===== config.mk =====
export PLATFORM = sky130hd
export DESIGN_NAME = reaction_round_sequencer
export DESIGN_NICKNAME = d
export VERILOG_FILES = /design/src/rtl/reaction_round_sequencer.sv
export SDC_FILE = /design/constraint.sdc
export NUM_CORES = 1
export LEC_CHECK = 0
export ABC_CLOCK_PERIOD_IN_PS = 3900
export CAP_MARGIN = 15
export CELL_PAD_IN_SITES_DETAIL_PLACEMENT = 2
export CELL_PAD_IN_SITES_GLOBAL_PLACEMENT = 2
export CORE_MARGIN = 1.5
export CORE_UTILIZATION = 34
export CTS_CLUSTER_DIAMETER = 40
export DETAILED_ROUTE_END_ITERATION = 16
export HOLD_SLACK_MARGIN = 0.06
export PLACE_DENSITY = 0.78
export SYNTH_ARGS = -nofsm -noshare
export SYNTH_HDL_FRONTEND = slang
export SYNTH_SLANG_ARGS = --single-unit

===== constraint.sdc =====
create_clock -name clk -period 3.9 [get_ports clk]
set_input_delay 0.78 -clock clk [delete_from_list [all_inputs] [get_ports clk]]
set_output_delay 0.78 -clock clk [all_outputs]
set_load 0.01 [all_outputs]

===== src/rtl/reaction_round_sequencer.sv =====
// Reaction-time game round controller: arm, random fore-period, stimulus, result.
// Owns round timing, the target LED, the saturating centisecond score and the best score.
//
// state  | meaning
// IDLE   | one cycle after reset release
// ARM    | LEDs dark, waiting for every switch to be released
// WAIT   | random fore-period; any switch here is a false start
// GO     | target LED lit, score counting ticks
// RESULT | score held, LEDs blink (all-ones on hit, 0101.. on foul)
module reaction_round_sequencer #(
   parameter int NUM_LEDS    = 10,
   parameter int TICK_DIV    = 500000,
   parameter int MIN_WAIT    = 100,
   parameter int RESULT_HOLD = 300,
   parameter int MAX_SCORE   = 9999
) (
   input  logic                clk,
   input  logic                reset,
   input  logic [NUM_LEDS-1:0] SW,
   input  logic                clr_best,
   output logic [NUM_LEDS-1:0] LED,
   output logic [13:0]         score,
   output logic [13:0]         best,
   output logic                score_valid,
   output logic                foul,
   output logic [2:0]          phase
);

   typedef enum logic [2:0] {
      S_IDLE   = 3'd0,
      S_ARM    = 3'd1,
      S_WAIT   = 3'd2,
      S_GO     = 3'd3,
      S_RESULT = 3'd4
   } state_t;

   localparam int                TW            = (TICK_DIV > 1) ? $clog2(TICK_DIV) : 1;
   localparam logic [TW-1:0]     L_TICK_LOAD   = TW'(TICK_DIV - 1);
   localparam logic [15:0]       L_MIN_WAIT    = 16'(MIN_WAIT);
   localparam logic [15:0]       L_RESULT_HOLD = 16'(RESULT_HOLD);
   localparam logic [13:0]       L_MAX_SCORE   = 14'(MAX_SCORE);
   localparam logic [4:0]        L_BLINK_LOAD  = 5'd24;
   localparam logic [NUM_LEDS-1:0] L_ALT       = NUM_LEDS'({NUM_LEDS{2'b01}});
   localparam logic [NUM_LEDS-1:0] L_ALL       = '1;

   state_t              r_state;
   logic [NUM_LEDS-1:0] r_sw_meta;
   logic [NUM_LEDS-1:0] r_sw_s;
   logic [15:0]         r_lfsr;
   logic [TW-1:0]       r_tick_cnt;
   logic [15:0]         r_ticks;
   logic [4:0]          r_blink_cnt;
   logic [15:0]         r_wait_len;
   logic [3:0]          r_target;
   logic [NUM_LEDS-1:0] r_led;
   logic [13:0]         r_score;
   logic [13:0]         r_best;
   logic                r_score_valid;
   logic                r_foul;

   logic                w_tick;
   logic [15:0]         w_ticks_next;
   logic                w_any_sw;
   logic                w_one_sw;
   logic                w_hit;
   logic [NUM_LEDS-1:0] w_target_oh;
   logic [3:0]          w_target_new;
   logic [13:0]         w_score_next;
   logic                w_lfsr_fb;

   assign w_tick       = (r_tick_cnt == '0);
   assign w_ticks_next = r_ticks + 16'd1;
   assign w_any_sw     = (r_sw_s != '0);
   assign w_one_sw     = w_any_sw && ((r_sw_s & (r_sw_s - NUM_LEDS'(1))) == '0);
   assign w_target_oh  = NUM_LEDS'(1) << r_target;
   assign w_hit        = ((r_sw_s & w_target_oh) != '0) && w_one_sw;
   assign w_target_new = 4'(32'(r_lfsr[11:8]) % NUM_LEDS);
   assign w_lfsr_fb    = r_lfsr[0] ^ r_lfsr[2] ^ r_lfsr[3] ^ r_lfsr[5];
   // a switch landing on a tick edge counts that tick
   assign w_score_next = (w_tick && r_score != L_MAX_SCORE) ? r_score + 14'd1 : r_score;

   always_ff @(posedge clk or negedge reset) begin
      if (!reset) begin
         r_sw_meta <= '0;
         r_sw_s    <= '0;
         r_lfsr    <= 16'hACE1;
      end else begin
         r_sw_meta <= SW;
         r_sw_s    <= r_sw_meta;
         r_lfsr    <= {w_lfsr_fb, r_lfsr[15:1]};
      end
   end

   always_ff @(posedge clk or negedge reset) begin
      if (!reset) begin
         r_state       <= S_IDLE;
         r_tick_cnt    <= L_TICK_LOAD;
         r_ticks       <= '0;
         r_blink_cnt   <= L_BLINK_LOAD;
         r_wait_len    <= '0;
         r_target      <= '0;
         r_led         <= '0;
         r_score       <= '0;
         r_best        <= L_MAX_SCORE;
         r_score_valid <= 1'b0;
         r_foul        <= 1'b0;
      end else begin
         r_score_valid <= 1'b0;
         if (w_tick) begin
            r_tick_cnt <= L_TICK_LOAD;
            r_ticks    <= w_ticks_next;
         end else begin
            r_tick_cnt <= r_tick_cnt - TW'(1);
         end
         if (r_state != S_RESULT) r_blink_cnt <= L_BLINK_LOAD;

         // every transition below also restarts the tick timers
         case (r_state)
            S_IDLE: begin
               r_state    <= S_ARM;
               r_tick_cnt <= L_TICK_LOAD;
               r_ticks    <= '0;
            end
            S_ARM: begin
               if (!w_any_sw) begin
                  r_state    <= S_WAIT;
                  r_wait_len <= L_MIN_WAIT + {8'd0, r_lfsr[7:0]};
                  r_target   <= w_target_new;
                  r_tick_cnt <= L_TICK_LOAD;
                  r_ticks    <= '0;
               end
            end
            S_WAIT: begin
               if (w_any_sw) begin
                  r_state       <= S_RESULT;
                  r_foul        <= 1'b1;
                  r_score       <= L_MAX_SCORE;
                  r_score_valid <= 1'b1;
                  r_led         <= L_ALT;
                  r_tick_cnt    <= L_TICK_LOAD;
                  r_ticks       <= '0;
               end else if (w_tick && w_ticks_next == r_wait_len) begin
                  r_state    <= S_GO;
                  r_score    <= '0;
                  r_led      <= w_target_oh;
                  r_tick_cnt <= L_TICK_LOAD;
                  r_ticks    <= '0;
               end
            end
            S_GO: begin
               if (w_hit) begin
                  r_state       <= S_RESULT;
                  r_foul        <= 1'b0;
                  r_score       <= w_score_next;
                  r_score_valid <= 1'b1;
                  r_led         <= L_ALL;
                  r_tick_cnt    <= L_TICK_LOAD;
                  r_ticks       <= '0;
                  if (w_score_next < r_best) r_best <= w_score_next;
               end else if (w_any_sw || w_score_next == L_MAX_SCORE) begin
                  r_state       <= S_RESULT;
                  r_foul        <= 1'b1;
                  r_score       <= L_MAX_SCORE;
                  r_score_valid <= 1'b1;
                  r_led         <= L_ALT;
                  r_tick_cnt    <= L_TICK_LOAD;
                  r_ticks       <= '0;
               end else begin
                  r_score <= w_score_next;
               end
            end
            S_RESULT: begin
               if (w_tick) begin
                  if (w_ticks_next == L_RESULT_HOLD) begin
                     r_state    <= S_ARM;
                     r_foul     <= 1'b0;
                     r_led      <= '0;
                     r_tick_cnt <= L_TICK_LOAD;
                     r_ticks    <= '0;
                  end else if (r_blink_cnt == '0) begin
                     r_blink_cnt <= L_BLINK_LOAD;
                     r_led       <= ~r_led;
                  end else begin
                     r_blink_cnt <= r_blink_cnt - 5'd1;
                  end
               end
            end
            default: r_state <= S_IDLE;
         endcase

         // clear has priority over a coincident best-score improvement
         if (clr_best) r_best <= L_MAX_SCORE;
      end
   end

   assign LED         = r_led;
   assign score       = r_score;
   assign best        = r_best;
   assign score_valid = r_score_valid;
   assign foul        = r_foul;
   assign phase       = r_state;

endmodule


==> out/metrics.cfg, run 1 <==
[detailed_routing]
ant_nets = 0
viasPerCell = 5.63
num_vias = 6029
avgRoutedWirePerCell_um = 21.4
route.detailed.drc = 0
drtPass1Iterations = 5
wl_um = 22900
dr.first_iter.drc_count = 337

[yosys]
netlist_top_cells_area = dfrtp_1 36%, dfstp_2 11%, xnor2_1 4.7%
synth-seq-cells = 132
syn-instance-count = 718
ys_types = 71
yosysSeqAreaShare_pct = 46.7
syn_nets = 751
syn_area_per_cell_um2 = 9.96
yosys.area.top_type = dfrtp_1
async_flop_share_pct = 100
synth_warnings = 0
synthFlopType = dfrtp_1
synth-edff-count = 0
synth_top_area_share_pct = 36.0
syn_area_mm2 = 0.00715

[power]
total_power_mw = 3.43
power_density_mw_per_mm2 = 391
power.leakage_nw = 3.76
max-vdd-ir-drop_v = 0.000282

[die]
die_y_um = 148
die_w_um = 148
io_pins = 56
coreArea_mm2 = 0.0204
num_rows = 52
die_area_mm2 = 0.0219
start_util_pct = 35.0

[sta]
holdWs_ns = 0.350
finalCriticalPeriod_ns = 3.79
slew_headroom_pct = 31.9
fin_worst_skew_ns = 0.00567
tightest_slew_ns = 1.02
drv_slew = 0
setup_violations = 0
worst_slack_ns = 0.114
fmax_mhz = 264
finalHoldViolCount = 0
period_share_pct = 97.1

[layout]
area_growth_syn_to_layout_pct = 22.6
final_common_cell = dfrtp_1
drive_gt1_share_pct = 16.3
num-fill-cells = 2173
nNetsFinal = 820
final_cell_area_mm2 = 0.00877
fin_util_pct = 42.9
layout_common_cells = 102 x dfrtp_1, 74 x nor2_1, 54 x clkdlybuf4s50_1, 50 x nand2_1, 37 x xnor2_1
num_antenna_cells = 0

[setup_path]
critPathMaxFanout = 16
critPathCaptureType = register
ff2ff_setup_slack_ns = 0.11
worstReg2RegStart = score[0]
regToRegEndpoint = best[0]
endpoint = best[0]
path_cells = ha_4 -> nand4b_1 -> or4_4 -> nand2_1 -> or3_1 -> nand2_1 -> ha_1 -> a21o_1 -> a21o_1 -> a21oi_1 -> o221ai_1 -> nor3_4 -> buf_12 -> mux2i_1 -> or2_2
worstPathRequired_ns = 4.26
reg2regPathDepth = 15
slowest_delay_ns = 0.61
startpoint_type = register
worstSetupPathType = reg -> reg
crit_path_top_delay_cell = or4_4
critPathLaunch = score[0]
arrival_ns = 4.15

[global_route]
grt_pass1_wl_um = 37600
first_global_vias = 6807
grt_util_all_layers_pct = 21.9
grt_max_degree = 73
grt.overflow.total = 0
antenna_found_initial = 0

[clock_tree]
ctsHoldBuffers = 0
cts_buffers = 17
cts-root-buf = clkbuf_16
clkLatencyLatePin_ns = 0.43
cts_tree = yes
cts.sinks = 132
cts_htree_levels = 4
cts_buffer_depth = 2
clkTransAtPathRegs_ns = 0.07

[place]
hpwl_um = 15800
io_buffers = 55
routabilityCongestion = 0.855
placed_area_mm2 = 0.00813
pre_cts_slack_ns = -0.0284

[flow_run]
maxCapViolCount = 0

[outcome]
status = finished, final reports clean

[min_path]
hold_path.class = reg -> reg

## cell families (layout without fill, tap and decap cells)
group / Yosys count / in the layout / synth area share, %
simple gates: 279 / 279 / 20.5
compound gates: 124 / 124 / 12.4
fa+ha+maj: 21 / 21 / 3.64
xor+xnor: 65 / 65 / 7.96
mux: 34 / 34 / 5.39
buf+inv: 63 / 145 / 3.43
flops: 132 / 132 / 46.7
## critical path, delay by kind of cell (launching register included)
kind                       cells  cell delay [ns]
muxes                          1             0.08
and+or+nand+nor                7             1.79
adders and majority gates      2             0.50
DFF                            1             0.43
AOI/OAI and AO/OA              4             0.71
buffers and inverters          1             0.19
## layout make-up
type / count / area, um2 / area share [%]
multi-input combinational: 523 / 3650 / 41.6
sequential: 132 / 3340 / 38.1
timing repair buffer: 83 / 783 / 8.93
clock buffer: 17 / 425 / 4.85
tap: 270 / 338 / 3.85
clock inverter: 15 / 123 / 1.40
inverter: 30 / 113 / 1.28
## metal layers
layer	wire, um	GRT usage, %	share of wire (%)
met1	9820	26.8	43
met2	11800	38.7	51
met3	902	4.36	3.9
met4	390	7.08	1.7
met5	0	0	0
## per-stage QoR
step | setup TNS (ns) | std cells
2_1_floorplan | 0 | 718
5_1_grt | -0.120 | 1070
4_1_cts | 0 | 1067
6_report | 0 | 1070
3_5_place_dp | -0.0284 | 1035
3_3_place_gp | 0 | 1035
## where the power goes
part / internal, mW / total, mW / switching, mW
clock: 0.829 / 1.54 / 0.706
sequential: 1.47 / 1.57 / 0.100
combinational: 0.142 / 0.326 / 0.184
total: 2.44 / 3.43 / 0.991
## synth_stat cells, types with 5 or more instances
library cell and instances:
dfrtp_1 103, nor2_1 74, nand2_1 51, xnor2_1 38, inv_1 30, nand3_1 30, dfstp_2 29, clkbuf_1 27
xor2_1 27, nor3_1 24, a21oi_1 22, o21ai_0 22, ha_1 20, mux2i_1 16, nand2b_1 14, nand4_1 14
mux2_2 12, a21o_1 11, nor4_1 10, o22ai_1 9, and3_1 8, and4_1 8, and2_1 7, o211ai_1 6
or3_1 6, a221o_1 5, a31oi_1 5, o221ai_1 5, or4_1 5
## registers in the layout, indices dropped and copies added, names as in the netlist, 5 cells and up
signal	count
LED	10
best	14
r_blink_cnt	5
r_lfsr	16
r_sw_meta	10
r_sw_s	10
r_tick_cnt	19
r_ticks	16
r_wait_len	9
score	14
## what timing repair did
action	CTS	global route
pin swaps	0	2
setup buffers	0	3
resized for setup	3	11
endpoints found under the setup margin	27	56
## worst min path at each step
stage                             from        end  slack [ns]  depth (start not counted)
final                     r_sw_meta[5]  r_sw_s[5]        0.35                          0
after global routing      r_sw_meta[9]  r_sw_s[9]        0.36                          0
after CTS                 r_sw_meta[9]  r_sw_s[9]        0.35                          0
after detailed placement  r_sw_meta[5]  r_sw_s[5]        0.34                          0
after global placement    r_sw_meta[4]  r_sw_s[4]        0.33                          0
after floorplan           r_sw_meta[0]  r_sw_s[0]        0.33                          0
(Power assumes the default switching activity.)
==> run 2: changes to the inputs <==
--- a/config.mk
+++ b/config.mk
@@ -11,7 +11,6 @@
 export CELL_PAD_IN_SITES_GLOBAL_PLACEMENT = 2
 export CORE_MARGIN = 1.5
 export CORE_UTILIZATION = 34
-export CTS_CLUSTER_DIAMETER = 40
 export DETAILED_ROUTE_END_ITERATION = 16
 export HOLD_SLACK_MARGIN = 0.06
 export PLACE_DENSITY = 0.78
==> results of run 2 <==
Same layout as run 1: the final DEF is identical, and so are final timing and power.
